`src/rtl/fft_pkg.sv`:
```
// Shared definitions for the FFT result sink: controller state encoding and
// the bit-reversal mapping used to restore natural frequency-bin order.
package fft_pkg;

   typedef enum logic [1:0] {
      FILL  = 2'd0,
      LOAD  = 2'd1,
      DRAIN = 2'd2
   } fft_state_e;

   // Reverses the low n bits of k; bits at and above n come back as zero.
   function automatic logic [7:0] bitrev(input logic [7:0] k, input int n);
      logic [7:0] r;
      r = '0;
      for (int i = 0; i < 8; i++) begin
         if (i < n) r[i] = k[n - 1 - i];
      end
      return r;
   endfunction

endpackage

```
`src/rtl/fft_sink_buf.sv`:
```
// Frame buffer for the FFT sink: PNT x 32 register array with one write port
// and one registered read port whose output holds until the next read.
module fft_sink_buf
   import fft_pkg::*;
#(
   parameter int PNT = 16,
   parameter int N   = $clog2(PNT)
) (
   input  logic          clk,
   input  logic          rst,
   input  logic          we,
   input  logic [N-1:0]  waddr,
   input  logic [31:0]   wdata,
   input  logic          re,
   input  logic [N-1:0]  raddr,
   output logic [31:0]   rdata
);

   logic [31:0] mem_q [PNT];
   logic [31:0] rdata_d;
   logic [31:0] rdata_q;

   // Contents are don't-care after reset, so the array itself has no reset.
   always_ff @(posedge clk) begin
      if (we) mem_q[waddr] <= wdata;
   end

   always_comb begin
      rdata_d = rdata_q;
      if (re) rdata_d = mem_q[raddr];
   end

   always_ff @(posedge clk) begin
      if (rst) rdata_q <= '0;
      else     rdata_q <= rdata_d;
   end

   assign rdata = rdata_q;

endmodule

```
`src/rtl/fft_out_sink.sv`:
```
// Receives one FFT output frame over s_vld/s_rdy, stores it (bit-reversal
// undone when BITREV=1) and replays it in natural bin order over m_vld/m_rdy.
module fft_out_sink
   import fft_pkg::*;
#(
   parameter int PNT    = 16,
   parameter int N      = $clog2(PNT),
   parameter int BITREV = 1,
   parameter int FCW    = 16
) (
   input  logic           clk,
   input  logic           rst,
   input  logic           s_vld,
   output logic           s_rdy,
   input  logic [31:0]    s_data,
   output logic           m_vld,
   input  logic           m_rdy,
   output logic [31:0]    m_data,
   output logic [N-1:0]   m_idx,
   output logic           m_last,
   output logic [FCW-1:0] frame_cnt,
   output logic           busy
);

   // Handshake rule on both sides: a word moves on a rising edge where vld
   // and rdy are both high; vld/data hold while rdy is low, and neither
   // ready nor valid is a combinational function of the opposite signal.

   localparam logic [N-1:0] LAST_IDX = N'(PNT - 1);

   fft_state_e     state_q, state_d;
   logic [N-1:0]   wcnt_q, wcnt_d;
   logic [N-1:0]   rcnt_q, rcnt_d;
   logic           s_rdy_q, s_rdy_d;
   logic           m_vld_q, m_vld_d;
   logic [N-1:0]   m_idx_q, m_idx_d;
   logic           m_last_q, m_last_d;
   logic [FCW-1:0] frame_cnt_q, frame_cnt_d;
   logic           busy_q, busy_d;

   logic           buf_we;
   logic           buf_re;
   logic [N-1:0]   buf_waddr;
   logic [N-1:0]   buf_raddr;
   logic [N-1:0]   rcnt_nxt;

   assign rcnt_nxt  = rcnt_q + N'(1);
   assign buf_waddr = (BITREV != 0) ? N'(bitrev(8'(wcnt_q), N)) : wcnt_q;

   always_comb begin
      state_d     = state_q;
      wcnt_d      = wcnt_q;
      rcnt_d      = rcnt_q;
      s_rdy_d     = s_rdy_q;
      m_vld_d     = m_vld_q;
      m_idx_d     = m_idx_q;
      m_last_d    = m_last_q;
      frame_cnt_d = frame_cnt_q;
      buf_we      = 1'b0;
      buf_re      = 1'b0;
      buf_raddr   = '0;
      unique case (state_q)
         FILL: begin
            s_rdy_d = 1'b1;
            m_vld_d = 1'b0;
            if (s_vld && s_rdy_q) begin
               buf_we = 1'b1;
               if (wcnt_q == LAST_IDX) begin
                  wcnt_d  = '0;
                  s_rdy_d = 1'b0;
                  state_d = LOAD;
               end else begin
                  wcnt_d = wcnt_q + N'(1);
               end
            end
         end
         LOAD: begin
            s_rdy_d   = 1'b0;
            buf_re    = 1'b1;
            buf_raddr = '0;
            m_idx_d   = '0;
            m_last_d  = (PNT == 1);
            m_vld_d   = 1'b1;
            state_d   = DRAIN;
         end
         DRAIN: begin
            s_rdy_d = 1'b0;
            if (m_vld_q && m_rdy) begin
               if (m_last_q) begin
                  m_vld_d     = 1'b0;
                  m_last_d    = 1'b0;
                  rcnt_d      = '0;
                  frame_cnt_d = frame_cnt_q + FCW'(1);
                  s_rdy_d     = 1'b1;
                  state_d     = FILL;
               end else begin
                  rcnt_d    = rcnt_nxt;
                  buf_re    = 1'b1;
                  buf_raddr = rcnt_nxt;
                  m_idx_d   = rcnt_nxt;
                  m_last_d  = (rcnt_nxt == LAST_IDX);
               end
            end
         end
         default: state_d = FILL;
      endcase
      // Computed from next-state values so busy stays a plain flop output.
      busy_d = (state_d != FILL) || (wcnt_d != '0);
   end

   always_ff @(posedge clk) begin
      if (rst) begin
         state_q     <= FILL;
         wcnt_q      <= '0;
         rcnt_q      <= '0;
         s_rdy_q     <= 1'b0;
         m_vld_q     <= 1'b0;
         m_idx_q     <= '0;
         m_last_q    <= 1'b0;
         frame_cnt_q <= '0;
         busy_q      <= 1'b0;
      end else begin
         state_q     <= state_d;
         wcnt_q      <= wcnt_d;
         rcnt_q      <= rcnt_d;
         s_rdy_q     <= s_rdy_d;
         m_vld_q     <= m_vld_d;
         m_idx_q     <= m_idx_d;
         m_last_q    <= m_last_d;
         frame_cnt_q <= frame_cnt_d;
         busy_q      <= busy_d;
      end
   end

   fft_sink_buf #(.PNT(PNT), .N(N)) u_buf (
      .clk   (clk),
      .rst   (rst),
      .we    (buf_we),
      .waddr (buf_waddr),
      .wdata (s_data),
      .re    (buf_re),
      .raddr (buf_raddr),
      .rdata (m_data)
   );

   assign s_rdy     = s_rdy_q;
   assign m_vld     = m_vld_q;
   assign m_idx     = m_idx_q;
   assign m_last    = m_last_q;
   assign frame_cnt = frame_cnt_q;
   assign busy      = busy_q;

endmodule

```
`config.mk`:
```
export PLATFORM = sky130hd
export DESIGN_NAME = fft_out_sink
export DESIGN_NICKNAME = d
export VERILOG_FILES = /design/src/rtl/fft_pkg.sv /design/src/rtl/fft_sink_buf.sv /design/src/rtl/fft_out_sink.sv
export SDC_FILE = /design/constraint.sdc
export NUM_CORES = 1
export LEC_CHECK = 0
export BUFFER_PORTS_ARGS = -buffer_cell sky130_fd_sc_hd__buf_4
export CAP_MARGIN = 10
export CORE_UTILIZATION = 25
export CTS_CLUSTER_DIAMETER = 80
export DETAILED_ROUTE_END_ITERATION = 8
export PLACE_DENSITY = 0.38
export SLEW_MARGIN = 15
export SYNTH_ARGS = -nofsm -noshare
export SYNTH_HDL_FRONTEND = slang
export SYNTH_HIERARCHICAL = 1
export SYNTH_SLANG_ARGS = --single-unit
```
`constraint.sdc`:
```
create_clock -name clk -period 4.6 [get_ports clk]
set_input_delay 0.23 -clock clk [delete_from_list [all_inputs] [get_ports clk]]
set_output_delay 0.23 -clock clk [all_outputs]
set_load 0.005 [all_outputs]
```
# Word-level counts from Yosys, hierarchy flattened
# Memories as Yosys holds them, arrays and structs flattened. A register that Yosys moved wholly into a read port is not among the register bits.
# Cells that the tools add are included.
# Widths: inputs -> output; s select.
# classes
n_reduce_logical	13
eq_ne	7
add_sub_neg	3
mux	32
# op_table
cell	count
$mux 4	8
$add 16x1->16 const B	1
$mux 1	14
$reduce_and 3->1	3
$add 4x1->4 const B	2
$eq 4x4->1 const B	2
$mux 2	4
$pmux 4 s2	1
$ne 2x2->1 const B	3
$pmux 1 s3	2
$pmux 2 s3	1
$pmux 1 s2	2
$reduce_and 2->1	2
$reduce_bool 2->1	2
$reduce_bool 4->1	1
$reduce_bool 3->1	1
$eq 2x1->1 const B	1
$eq 2x2->1 const B	1
$logic_and 1x1->1	2
$logic_not 2->1	1
$logic_or 1x1->1	1
# totals
register_bits	34
mem_count	1
out_inout_bits	56
ramBits	512
# mem_list
memory	depth	word_bits	read_ports	rd_clocked_by_memory_dff	wr	line	text
u_buf.mem_q	16	32	1	1	1	fft_sink_buf.sv:19	logic [31:0] mem_q [PNT];

# Depth between registers and ports, before layout
# Gate-level depths: netlist (run 1).
# logic_depth
word_depth	6
depth_mapped	13
ltp_nobuf	10

# Cells and area by module
# Netlist (run 1), hierarchy kept.
# modules_own_cells
mod	cells_each	instances	area_per_inst_um2	seq_area_each_um2
fft_sink_buf	1216	1	20948.8	16015.4
fft_out_sink	197	1	1685.4	680.7

# Worst setup path after synthesis (run 1)
# Ideal clock, no wire load.
# synth_timing
path_kind	register -> register
from	register state_q[0]
to	memory u_buf.mem_q[0][0], enable pin
setup_ns	0.461
stages_incl_launch_ff	7
period_less_slack_ns	4.086
required_time_ns	4.139
t_arrival_ns	3.625
setup_slack_ns	0.514
n_path_buf	1
cell_sequence	dfxtp_1 inv_1 ha_1 and3_1 buf_2 or3b_2 nor3_1
# synth_between
elab_chain_len	4
# synth_rtl
item	line	text
from (decl)	fft_out_sink.sv:31	fft_state_e state_q, state_d;
from (signal assigned)	fft_out_sink.sv:123	state_q <= state_d;
$logic_not 2->1	fft_out_sink.sv:62	unique case (state_q)
$mux 1	fft_out_sink.sv:62	
named net buf_we	fft_out_sink.sv:41	logic buf_we;
$mux 1	fft_sink_buf.sv:25	if (we) mem_q[waddr] <= wdata;
$mux 1 (implied by the code)	fft_sink_buf.sv:25	
to (decl)	fft_sink_buf.sv:19	
# The timed path passes the listed nets, and every way through them passes these cells.

# Worst setup path after layout (run 1)
# layout_timing
from	register state_q[0]
to	register u_buf.rdata_q[18], in the netlist u_buf/rdata[18], read port of u_buf.mem_q
# layout_between
elab_chain_len	2
# layout_rtl
item	line	text
$eq 2x2->1	fft_out_sink.sv:62	
$mux 4	fft_out_sink.sv:62	
named net buf_raddr[2]	fft_out_sink.sv:44	logic [N-1:0] buf_raddr;
to (decl)	fft_sink_buf.sv:21	logic [31:0] rdata_q;
# The timed path passes the listed nets, and every way through them passes these cells.
# A chain may end at the register's enable or synchronous reset.

==> run_summary.xml, run 1 <==
<?xml version="1.0" encoding="UTF-8"?>
<metrics>
  <group name="status">
    <metric name="run_status" unit="">completed</metric>
  </group>
  <group name="placement">
    <metric name="placement.setup.worst_slack" unit="ns">1.38</metric>
    <metric name="half_perimeter_wire_length_after_placement" unit="µm">32800</metric>
    <metric name="placed_area" unit="µm²">24800</metric>
    <metric name="globalplace.congestion" unit="">0.708</metric>
    <metric name="portBuffers" unit="">91</metric>
  </group>
  <group name="pwr">
    <metric name="p_switching" unit="mW">2.32</metric>
    <metric name="power.share.sequential" unit="">0.492</metric>
    <metric name="internal-power" unit="mW">9.34</metric>
    <metric name="p_sw_frac" unit="">0.199</metric>
    <metric name="power.share.clock" unit="">0.493</metric>
    <metric name="max-vdd-ir-drop" unit="µV">213</metric>
    <metric name="comb_power_share" unit="">0.015</metric>
    <metric name="power_leakage" unit="nW">8.70</metric>
    <metric name="power_per_cell_area" unit="nW/µm²">424</metric>
  </group>
  <group name="yosys">
    <metric name="synth_adder_area_share" unit="">0.00498</metric>
    <metric name="synth_xor_area_frac" unit="">0.00426</metric>
    <metric name="ys_ff_latch" unit="">578</metric>
    <metric name="synthSimpleGateAreaFrac" unit="">0.0629</metric>
    <metric name="post_synth_mux_area_share" unit="">0.115</metric>
    <metric name="post_synth_num_cell_types" unit="">53</metric>
    <metric name="synth.yosys.warnings" unit="">6</metric>
    <metric name="compound_gate_fraction_of_synth_area" unit="">0.0473</metric>
    <metric name="combinational_family_with_the_most_area_after_synthesis" unit="">multiplexers</metric>
    <metric name="synthesis.area" unit="µm²">22600</metric>
    <metric name="ys_async_rst_share" unit="">0</metric>
    <metric name="ys_seq_area_frac" unit="">0.738</metric>
    <metric name="number_of_enable_type_register_cells_in_the_synthesized_netlist" unit="">512</metric>
    <metric name="yosys_most_used_dff" unit="">sky130_fd_sc_hd__edfxtp_1</metric>
    <metric name="synthesis.nets" unit="">1458</metric>
    <metric name="synth_area_per_cell" unit="µm²">16.0</metric>
    <metric name="synth_cells" unit="">1413</metric>
  </group>
  <group name="setup_path">
    <metric name="worstPathArrival" unit="ns">3.68</metric>
    <metric name="worst-endpoint-required" unit="ns">5.07</metric>
    <metric name="startpoint_type" unit="">flop</metric>
    <metric name="criticalPathCategory" unit="">flop to flop</metric>
    <metric name="worstSetupEndpointType" unit="">flop</metric>
    <metric name="worst-path-max-fanout" unit="">50</metric>
  </group>
  <group name="detailed_routing">
    <metric name="detail_route.drc_violations" unit="">0</metric>
    <metric name="route.final.wire_length" unit="µm">62400</metric>
    <metric name="num_vias" unit="">12500</metric>
    <metric name="post_drt_wl_per_cell" unit="µm">22.3</metric>
    <metric name="drt-initial-drc-count" unit="">603</metric>
    <metric name="postRouteAntennaNets" unit="">0</metric>
    <metric name="post_drt_via_cell_ratio" unit="">4.48</metric>
    <metric name="drt_pass1_iterations" unit="">5</metric>
  </group>
  <group name="clock_tree">
    <metric name="cts-buffers-inserted" unit="">72</metric>
    <metric name="postCtsSetupBuffers" unit="">0</metric>
    <metric name="clock_transition_at_the_registers_of_the_reported_paths" unit="ns">0.06</metric>
    <metric name="htree_levels" unit="">3</metric>
    <metric name="worst_skew_pair.late_latency" unit="ns">0.60</metric>
    <metric name="clock_tree.root_cell" unit="">sky130_fd_sc_hd__clkbuf_16</metric>
    <metric name="number_of_hold_buffers_added_after_cts" unit="">32</metric>
    <metric name="tritoncts" unit="">done</metric>
    <metric name="tritoncts_num_sinks" unit="">578</metric>
    <metric name="cts_max_path_buffers" unit="">3</metric>
    <metric name="cts_resized" unit="">0</metric>
  </group>
  <group name="cells_and_area">
    <metric name="mostFrequentLayoutCells" unit="">512 x sky130_fd_sc_hd__edfxtp_1, 258 x sky130_fd_sc_hd__mux2i_1, 123 x sky130_fd_sc_hd__buf_4</metric>
    <metric name="nNetsFinal" unit="">1621</metric>
    <metric name="design_area" unit="µm²">27500</metric>
    <metric name="utilization" unit="">0.309</metric>
    <metric name="flow.area_growth_from_synthesis" unit="%">21.5</metric>
    <metric name="fraction_of_layout_instances_using_a_drive_strength_above_1" unit="">0.172</metric>
    <metric name="layout.cells.most_common" unit="">sky130_fd_sc_hd__edfxtp_1</metric>
  </group>
  <group name="global_routing">
    <metric name="first_global_vias" unit="">12900</metric>
    <metric name="groute.usage.overall" unit="">0.137</metric>
    <metric name="largest_net_degree_at_the_start_of_global_routing" unit="">65</metric>
    <metric name="grt_first_pass_wirelength" unit="µm">90100</metric>
    <metric name="grt_overflow_total" unit="">0</metric>
    <metric name="initial_antenna_violation_count" unit="">2</metric>
  </group>
  <group name="floorplanning">
    <metric name="chipWidth" unit="µm">303</metric>
    <metric name="die_height" unit="µm">303</metric>
    <metric name="top_level_ports" unit="">92</metric>
    <metric name="coreArea" unit="µm²">89100</metric>
    <metric name="floorplan.initialDensity" unit="">0.254</metric>
    <metric name="die-area" unit="µm²">91700</metric>
    <metric name="num_rows" unit="">109</metric>
  </group>
  <group name="timing">
    <metric name="timing.final.crit_share" unit="">0.698</metric>
    <metric name="number_of_hold_slack_violations_in_the_final_timing_report" unit="">0</metric>
    <metric name="setup-tns-final" unit="ns">0</metric>
    <metric name="setup_viol" unit="">0</metric>
    <metric name="worst_pin_slew" unit="ns">1.06</metric>
    <metric name="fmax" unit="MHz">311</metric>
    <metric name="worst_slack" unit="ns">1.39</metric>
    <metric name="slew-limit-headroom" unit="">0.289</metric>
    <metric name="finClkSkew" unit="ns">0.0213</metric>
    <metric name="finalWorstPathRequiredPeriod" unit="ns">3.21</metric>
    <metric name="report.final.slew_viol_count" unit="">0</metric>
    <metric name="rsz0062_at_grt" unit="">no</metric>
  </group>
  <group name="min_path">
    <metric name="worst_hold_check_path_type" unit="">primary input to flop</metric>
  </group>
  <group name="job">
    <metric name="drv.max_cap_violation_count" unit="">0</metric>
  </group>
</metrics>
-- stage by stage --
step / total power [mW] / std cells / hold WS (ns)
after detailed placement: 6.01 / 2635 / 0.451
after floorplan: 5.89 / 1413 / 0.329
after global placement: 6.00 / 2635 / 0.455
after CTS: 11.8 / 2797 / 0.0135
final: 11.7 / 2798 / 0.0571
after global routing: 12.1 / 2797 / 0.0524
-- synth_stat cells (10+ instances only) --
cell type | n | area share
sky130_fd_sc_hd__edfxtp_1 | 512 | 0.68
sky130_fd_sc_hd__buf_4 | 11 | 0.0036
sky130_fd_sc_hd__a21oi_1 | 77 | 0.017
sky130_fd_sc_hd__buf_2 | 16 | 0.0035
sky130_fd_sc_hd__a22oi_1 | 64 | 0.021
sky130_fd_sc_hd__nand2_1 | 120 | 0.020
sky130_fd_sc_hd__buf_6 | 19 | 0.0095
sky130_fd_sc_hd__dfxtp_1 | 66 | 0.058
sky130_fd_sc_hd__mux2i_1 | 258 | 0.11
sky130_fd_sc_hd__a21oi_2 | 10 | 0.0039
sky130_fd_sc_hd__nand3_1 | 105 | 0.023
sky130_fd_sc_hd__nor2_1 | 28 | 0.0046
sky130_fd_sc_hd__clkbuf_1 | 19 | 0.0032
-- final timing paths --
path / start / endpoint / slack (ns) / depth (start not counted)
worst min register to register: m_idx[3] / m_idx[3] / 0.46 / 2
worst min-delay path: rst / m_vld / 0.06 / 2
worst max register to register: state_q[0] / u_buf/rdata[18] / 1.39 / 10
worst max-delay path: state_q[0] / u_buf/rdata[18] / 1.39 / 10
-- final cells by class --
| cell class | instances | area, µm² |
|---|---|---|
| repair buffers | 165 | 1440 |
| inverters | 9 | 41.3 |
| fillers | 8759 | 61500 |
| multi-input cells | 750 | 5450 |
| well taps | 1165 | 1460 |
| flip-flops and latches | 578 | 16700 |
| clock inverters | 31 | 383 |
| clock buffers | 99 | 2040 |
| diodes | 1 | 2.50 |
-- cell families (layout without fill, tap and decap cells) --
kind of cell | Yosys count | count (layout)
XOR/XNOR | 11 | 11
flip-flops | 578 | 578
AO/OA/AOI/OAI | 167 | 167
multiplexers | 260 | 260
buffers and inverters | 85 | 304
AND/OR/NAND/NOR | 303 | 303
other | 0 | 1
adder cells (fa/ha/maj) | 9 | 9
-- state kept, by name, indices dropped and copies added (netlist names) --
name	count
busy	1
frame_cnt	16
m_idx	4
s_rdy	1
u_buf/mem_q	512
rcnt_q	4
m_vld	1
m_last	1
state_q	2
u_buf/rdata	32
wcnt_q	4
-- routing by layer --
metal | global-route usage | up-vias | wire (µm)
met5 | 0 | - | 31
met4 | 0.0415 | 4 | 1510
met3 | 0.0244 | 102 | 1990
met2 | 0.221 | 194 | 29200
met1 | 0.187 | 6442 | 29700
li1 | - | 5786 | -
-- power groups by stage --
stage                     Combinational (mW)  Clock (mW)  Sequential [mW]
after detailed placement               0.161           0             5.85
final                                  0.178        5.75             5.74
after CTS                              0.186        5.93             5.74
after floorplan                       0.0386           0             5.85
after global routing                   0.198        6.13             5.74
after global placement                 0.157           0             5.85
-- critical path: stages, from the launching register on --
cell and delay, ns:
sky130_fd_sc_hd__dfxtp_1 0.35, sky130_fd_sc_hd__inv_1 0.09, sky130_fd_sc_hd__ha_1 0.32, sky130_fd_sc_hd__nand3_1 0.26, sky130_fd_sc_hd__or3_1 0.53, sky130_fd_sc_hd__inv_8 0.43, sky130_fd_sc_hd__buf_12 0.41, sky130_fd_sc_hd__mux2i_1 0.26
sky130_fd_sc_hd__a21oi_1 0.09, sky130_fd_sc_hd__nand3_1 0.16, sky130_fd_sc_hd__nand3_1 0.08
Note: power is estimated with default switching activity, not from simulation.
==> inputs of run 2 (changes only) <==
- ABC_AREA: not set -> 1
- PLACE_DENSITY: 0.38 -> 0.39
- clock period: 4.6 -> 2.67 ns (I/O delays scaled with it)
==> run 2 against run 1 <==
Against the previous run:
- wire length increased by 13%
- clock power increased by 57%
- sequential power increased by 72%
- die area increased by 4.9%
- combinational power increased by 110%
- non-clock buffer count increased by 26
- utilization decreased by 0.15 points
- area after synthesis increased by 4.9%
- critical endpoint is now u_buf/rdata[31]
==> run_summary.xml, run 2 <==
<?xml version="1.0" encoding="UTF-8"?>
<metrics>
  <group name="timing">
    <metric name="worst_slack" unit="ns">0.232</metric>
    <metric name="slew-limit-headroom" unit="">0.578</metric>
    <metric name="fmax" unit="MHz">410</metric>
    <metric name="setup_viol" unit="">0</metric>
    <metric name="worst_pin_slew" unit="ns">0.634</metric>
    <metric name="rsz0062_at_grt" unit="">no</metric>
    <metric name="report.final.slew_viol_count" unit="">0</metric>
    <metric name="finalWorstPathRequiredPeriod" unit="ns">2.44</metric>
    <metric name="number_of_hold_slack_violations_in_the_final_timing_report" unit="">0</metric>
    <metric name="setup-tns-final" unit="ns">0</metric>
    <metric name="finClkSkew" unit="ns">0.0238</metric>
    <metric name="timing.final.crit_share" unit="">0.913</metric>
  </group>
  <group name="floorplanning">
    <metric name="die_height" unit="µm">310</metric>
    <metric name="top_level_ports" unit="">92</metric>
    <metric name="coreArea" unit="µm²">93700</metric>
    <metric name="die-area" unit="µm²">96200</metric>
    <metric name="floorplan.initialDensity" unit="">0.253</metric>
    <metric name="chipWidth" unit="µm">310</metric>
    <metric name="num_rows" unit="">112</metric>
  </group>
  <group name="clock_tree">
    <metric name="worst_skew_pair.late_latency" unit="ns">0.62</metric>
    <metric name="clock_transition_at_the_registers_of_the_reported_paths" unit="ns">0.06</metric>
    <metric name="tritoncts" unit="">done</metric>
    <metric name="htree_levels" unit="">3</metric>
    <metric name="cts_max_path_buffers" unit="">3</metric>
    <metric name="clock_tree.root_cell" unit="">sky130_fd_sc_hd__clkbuf_16</metric>
    <metric name="tritoncts_num_sinks" unit="">578</metric>
    <metric name="cts-buffers-inserted" unit="">68</metric>
    <metric name="postCtsSetupBuffers" unit="">0</metric>
  </group>
  <group name="yosys">
    <metric name="synth_cells" unit="">2137</metric>
    <metric name="synth_area_per_cell" unit="µm²">11.1</metric>
    <metric name="synth_top_cells_by_count" unit="">745 x sky130_fd_sc_hd__nand2_1, 512 x sky130_fd_sc_hd__edfxtp_1, 430 x sky130_fd_sc_hd__nand3_1, 114 x sky130_fd_sc_hd__nor2_1, 67 x sky130_fd_sc_hd__inv_1</metric>
    <metric name="yosys_most_used_dff" unit="">sky130_fd_sc_hd__edfxtp_1</metric>
    <metric name="ys_seq_area_frac" unit="">0.703</metric>
    <metric name="yosys.area.top_type_share" unit="">0.648</metric>
    <metric name="synthesis.nets" unit="">2182</metric>
    <metric name="ys_async_rst_share" unit="">0</metric>
    <metric name="ys_top_cells_by_area" unit="">sky130_fd_sc_hd__edfxtp_1 65%, sky130_fd_sc_hd__nand2_1 12%, sky130_fd_sc_hd__nand3_1 9.1%</metric>
    <metric name="ys_ff_latch" unit="">578</metric>
    <metric name="post_synth_num_cell_types" unit="">36</metric>
    <metric name="synth.yosys.warnings" unit="">6</metric>
    <metric name="post-synth-top-count-cell" unit="">sky130_fd_sc_hd__nand2_1</metric>
    <metric name="top_cell_type_by_total_area_after_synthesis" unit="">sky130_fd_sc_hd__edfxtp_1</metric>
    <metric name="synthesis.area" unit="µm²">23700</metric>
    <metric name="number_of_enable_type_register_cells_in_the_synthesized_netlist" unit="">512</metric>
  </group>
  <group name="cells_and_area">
    <metric name="mostFrequentLayoutCells" unit="">744 x sky130_fd_sc_hd__nand2_1, 512 x sky130_fd_sc_hd__edfxtp_1, 430 x sky130_fd_sc_hd__nand3_1</metric>
    <metric name="nNetsFinal" unit="">2324</metric>
    <metric name="fraction_of_layout_instances_using_a_drive_strength_above_1" unit="">0.129</metric>
    <metric name="flow.area_growth_from_synthesis" unit="%">21.4</metric>
    <metric name="layout.cells.most_common" unit="">sky130_fd_sc_hd__nand2_1</metric>
    <metric name="fin_cells" unit="">3586</metric>
    <metric name="design_area" unit="µm²">28800</metric>
    <metric name="ff_latch_area" unit="µm²">16700</metric>
    <metric name="multi_input_comb_area" unit="µm²">6090</metric>
    <metric name="largest_reg_flops" unit="">512</metric>
    <metric name="fillers" unit="">9562</metric>
    <metric name="registers.top_by_ff_count" unit="">u_buf/mem_q</metric>
  </group>
  <group name="detailed_routing">
    <metric name="post_drt_via_cell_ratio" unit="">4.42</metric>
    <metric name="post_drt_wl_per_cell" unit="µm">19.7</metric>
    <metric name="route.final.wire_length" unit="µm">70600</metric>
    <metric name="postRouteAntennaNets" unit="">0</metric>
    <metric name="drt_pass1_iterations" unit="">5</metric>
    <metric name="num_vias" unit="">15900</metric>
    <metric name="drt-initial-drc-count" unit="">1049</metric>
    <metric name="detail_route.drc_violations" unit="">0</metric>
  </group>
  <group name="placement">
    <metric name="globalplace.congestion" unit="">0.739</metric>
    <metric name="placement.setup.worst_slack" unit="ns">0.235</metric>
    <metric name="portBuffers" unit="">91</metric>
    <metric name="half_perimeter_wire_length_after_placement" unit="µm">37300</metric>
    <metric name="numPlacedInstances" unit="">3428</metric>
    <metric name="placed_area" unit="µm²">26300</metric>
  </group>
  <group name="min_path">
    <metric name="worst_hold_check_path_type" unit="">primary input to flop</metric>
  </group>
  <group name="setup_path">
    <metric name="criticalPathCategory" unit="">flop to flop</metric>
    <metric name="startpoint_type" unit="">flop</metric>
    <metric name="worstSetupEndpointType" unit="">flop</metric>
    <metric name="timing.reg2reg.setup_slack" unit="ns">0.23</metric>
    <metric name="cp_slowest_stage_delay" unit="ns">0.34</metric>
    <metric name="worstPathArrival" unit="ns">2.92</metric>
    <metric name="worst-endpoint-required" unit="ns">3.16</metric>
    <metric name="cpMaxStageDelayCell" unit="">sky130_fd_sc_hd__dfxtp_1</metric>
    <metric name="worst-path-max-fanout" unit="">60</metric>
    <metric name="crit_path_cell_trace" unit="">inv_1 &gt; ha_1 &gt; nand2_4 &gt; nor2_4 &gt; inv_2 &gt; or2_4 &gt; inv_4 &gt; buf_16 &gt; nand3_1 &gt; nand3_1 &gt; nand2_1 &gt; nand2_1 &gt; nand3_1 &gt; nand2_1 &gt; inv_1</metric>
  </group>
  <group name="global_routing">
    <metric name="grt_overflow_total" unit="">0</metric>
    <metric name="initial_antenna_violation_count" unit="">2</metric>
    <metric name="first_global_vias" unit="">15600</metric>
    <metric name="largest_net_degree_at_the_start_of_global_routing" unit="">83</metric>
    <metric name="groute.usage.overall" unit="">0.148</metric>
    <metric name="grt_first_pass_wirelength" unit="µm">105000</metric>
  </group>
  <group name="pwr">
    <metric name="power_per_cell_area" unit="nW/µm²">669</metric>
    <metric name="power_leakage" unit="nW">10.5</metric>
    <metric name="max-vdd-ir-drop" unit="µV">397</metric>
  </group>
  <group name="status">
    <metric name="run_status" unit="">completed</metric>
  </group>
  <group name="job">
    <metric name="drv.max_cap_violation_count" unit="">0</metric>
  </group>
</metrics>
==> run 2: cell types whose count changed after synthesis, moves of 12 or more <==
cell and change:
sky130_fd_sc_hd__mux2i_1 -258, sky130_fd_sc_hd__buf_4 +17, sky130_fd_sc_hd__nor2_1 +86, sky130_fd_sc_hd__buf_2 +12
sky130_fd_sc_hd__a21oi_1 -52, sky130_fd_sc_hd__a22oi_1 -64, sky130_fd_sc_hd__buf_1 +12, sky130_fd_sc_hd__inv_1 +58
sky130_fd_sc_hd__nand3_1 +325, sky130_fd_sc_hd__nand2_1 +625
==> run 2: area by class of cell <==
cell class	count	area share
antenna	1	0.0000868
clock buffer	91	0.0653
clock inverter	31	0.00890
inverter	73	0.0102
multi-input combinational	1367	0.211
sequential	578	0.579
tap	1254	0.0544
timing repair buffer	191	0.0703
==> run 2: through the flow <==
stage | hold WS (ns) | utilization | total power, mW
after global placement | 0.442 | 0.281 | 10.4
after floorplan | 0.213 | - | 10.2
after global routing | 0.374 | 0.307 | 19.9
after CTS | 0.329 | 0.307 | 19.6
final | 0.365 | 0.307 | 19.3
after detailed placement | 0.445 | 0.281 | 10.4
==> run 2: power breakdown <==
part	switching (mW)	internal [mW]	total, mW
combinational	0.250	0.122	0.372
sequential	0.0149	9.88	9.90
clock	3.75	5.25	9.01
total	4.02	15.3	19.3
==> run 2: worst paths after layout <==
| path | to | cells past startpoint | start |
|---|---|---|---|
| worst max-delay path | u_buf/rdata[31] | 15 | state_q[0] |
| worst min-delay path | u_buf/mem_q[3][7] | 2 | s_data[7] |
| worst max register to register | u_buf/rdata[31] | 15 | state_q[0] |
| worst min register to register | m_idx[2] | 2 | m_idx[2] |
==> run 2: per-layer routing <==
metal	up-vias	wire length, µm	track usage
met1	7891	32900	0.202
met5	-	10	0
met3	83	2510	0.0210
li1	7616	-	-
met2	258	34000	0.245
met4	2	1140	0.0399
==> run 2: what timing repair did <==
item,in CTS,in global routing
hold buffers,35,0
endpoints found under the hold margin,525,0
setup endpoints to repair,0,2
resized for setup,0,3
==> run 2: worst max-delay path, delay by kind of cell (launching register included) <==
family	cells	cell delay [ns]
simple gates	9	1.01
buf+inv	5	0.68
fa+ha+maj	1	0.23
flops	1	0.34
==> run 2: kinds of logic after synthesis <==
family | after synthesis | share of synthesized area
DFF | 578 | 0.703
and+or+nand+nor | 1313 | 0.235
AOI/OAI and AO/OA | 42 | 0.00975
buffers and inverters | 192 | 0.0458
adders and majority gates | 9 | 0.00474
xor gates and xnor gates | 3 | 0.00111
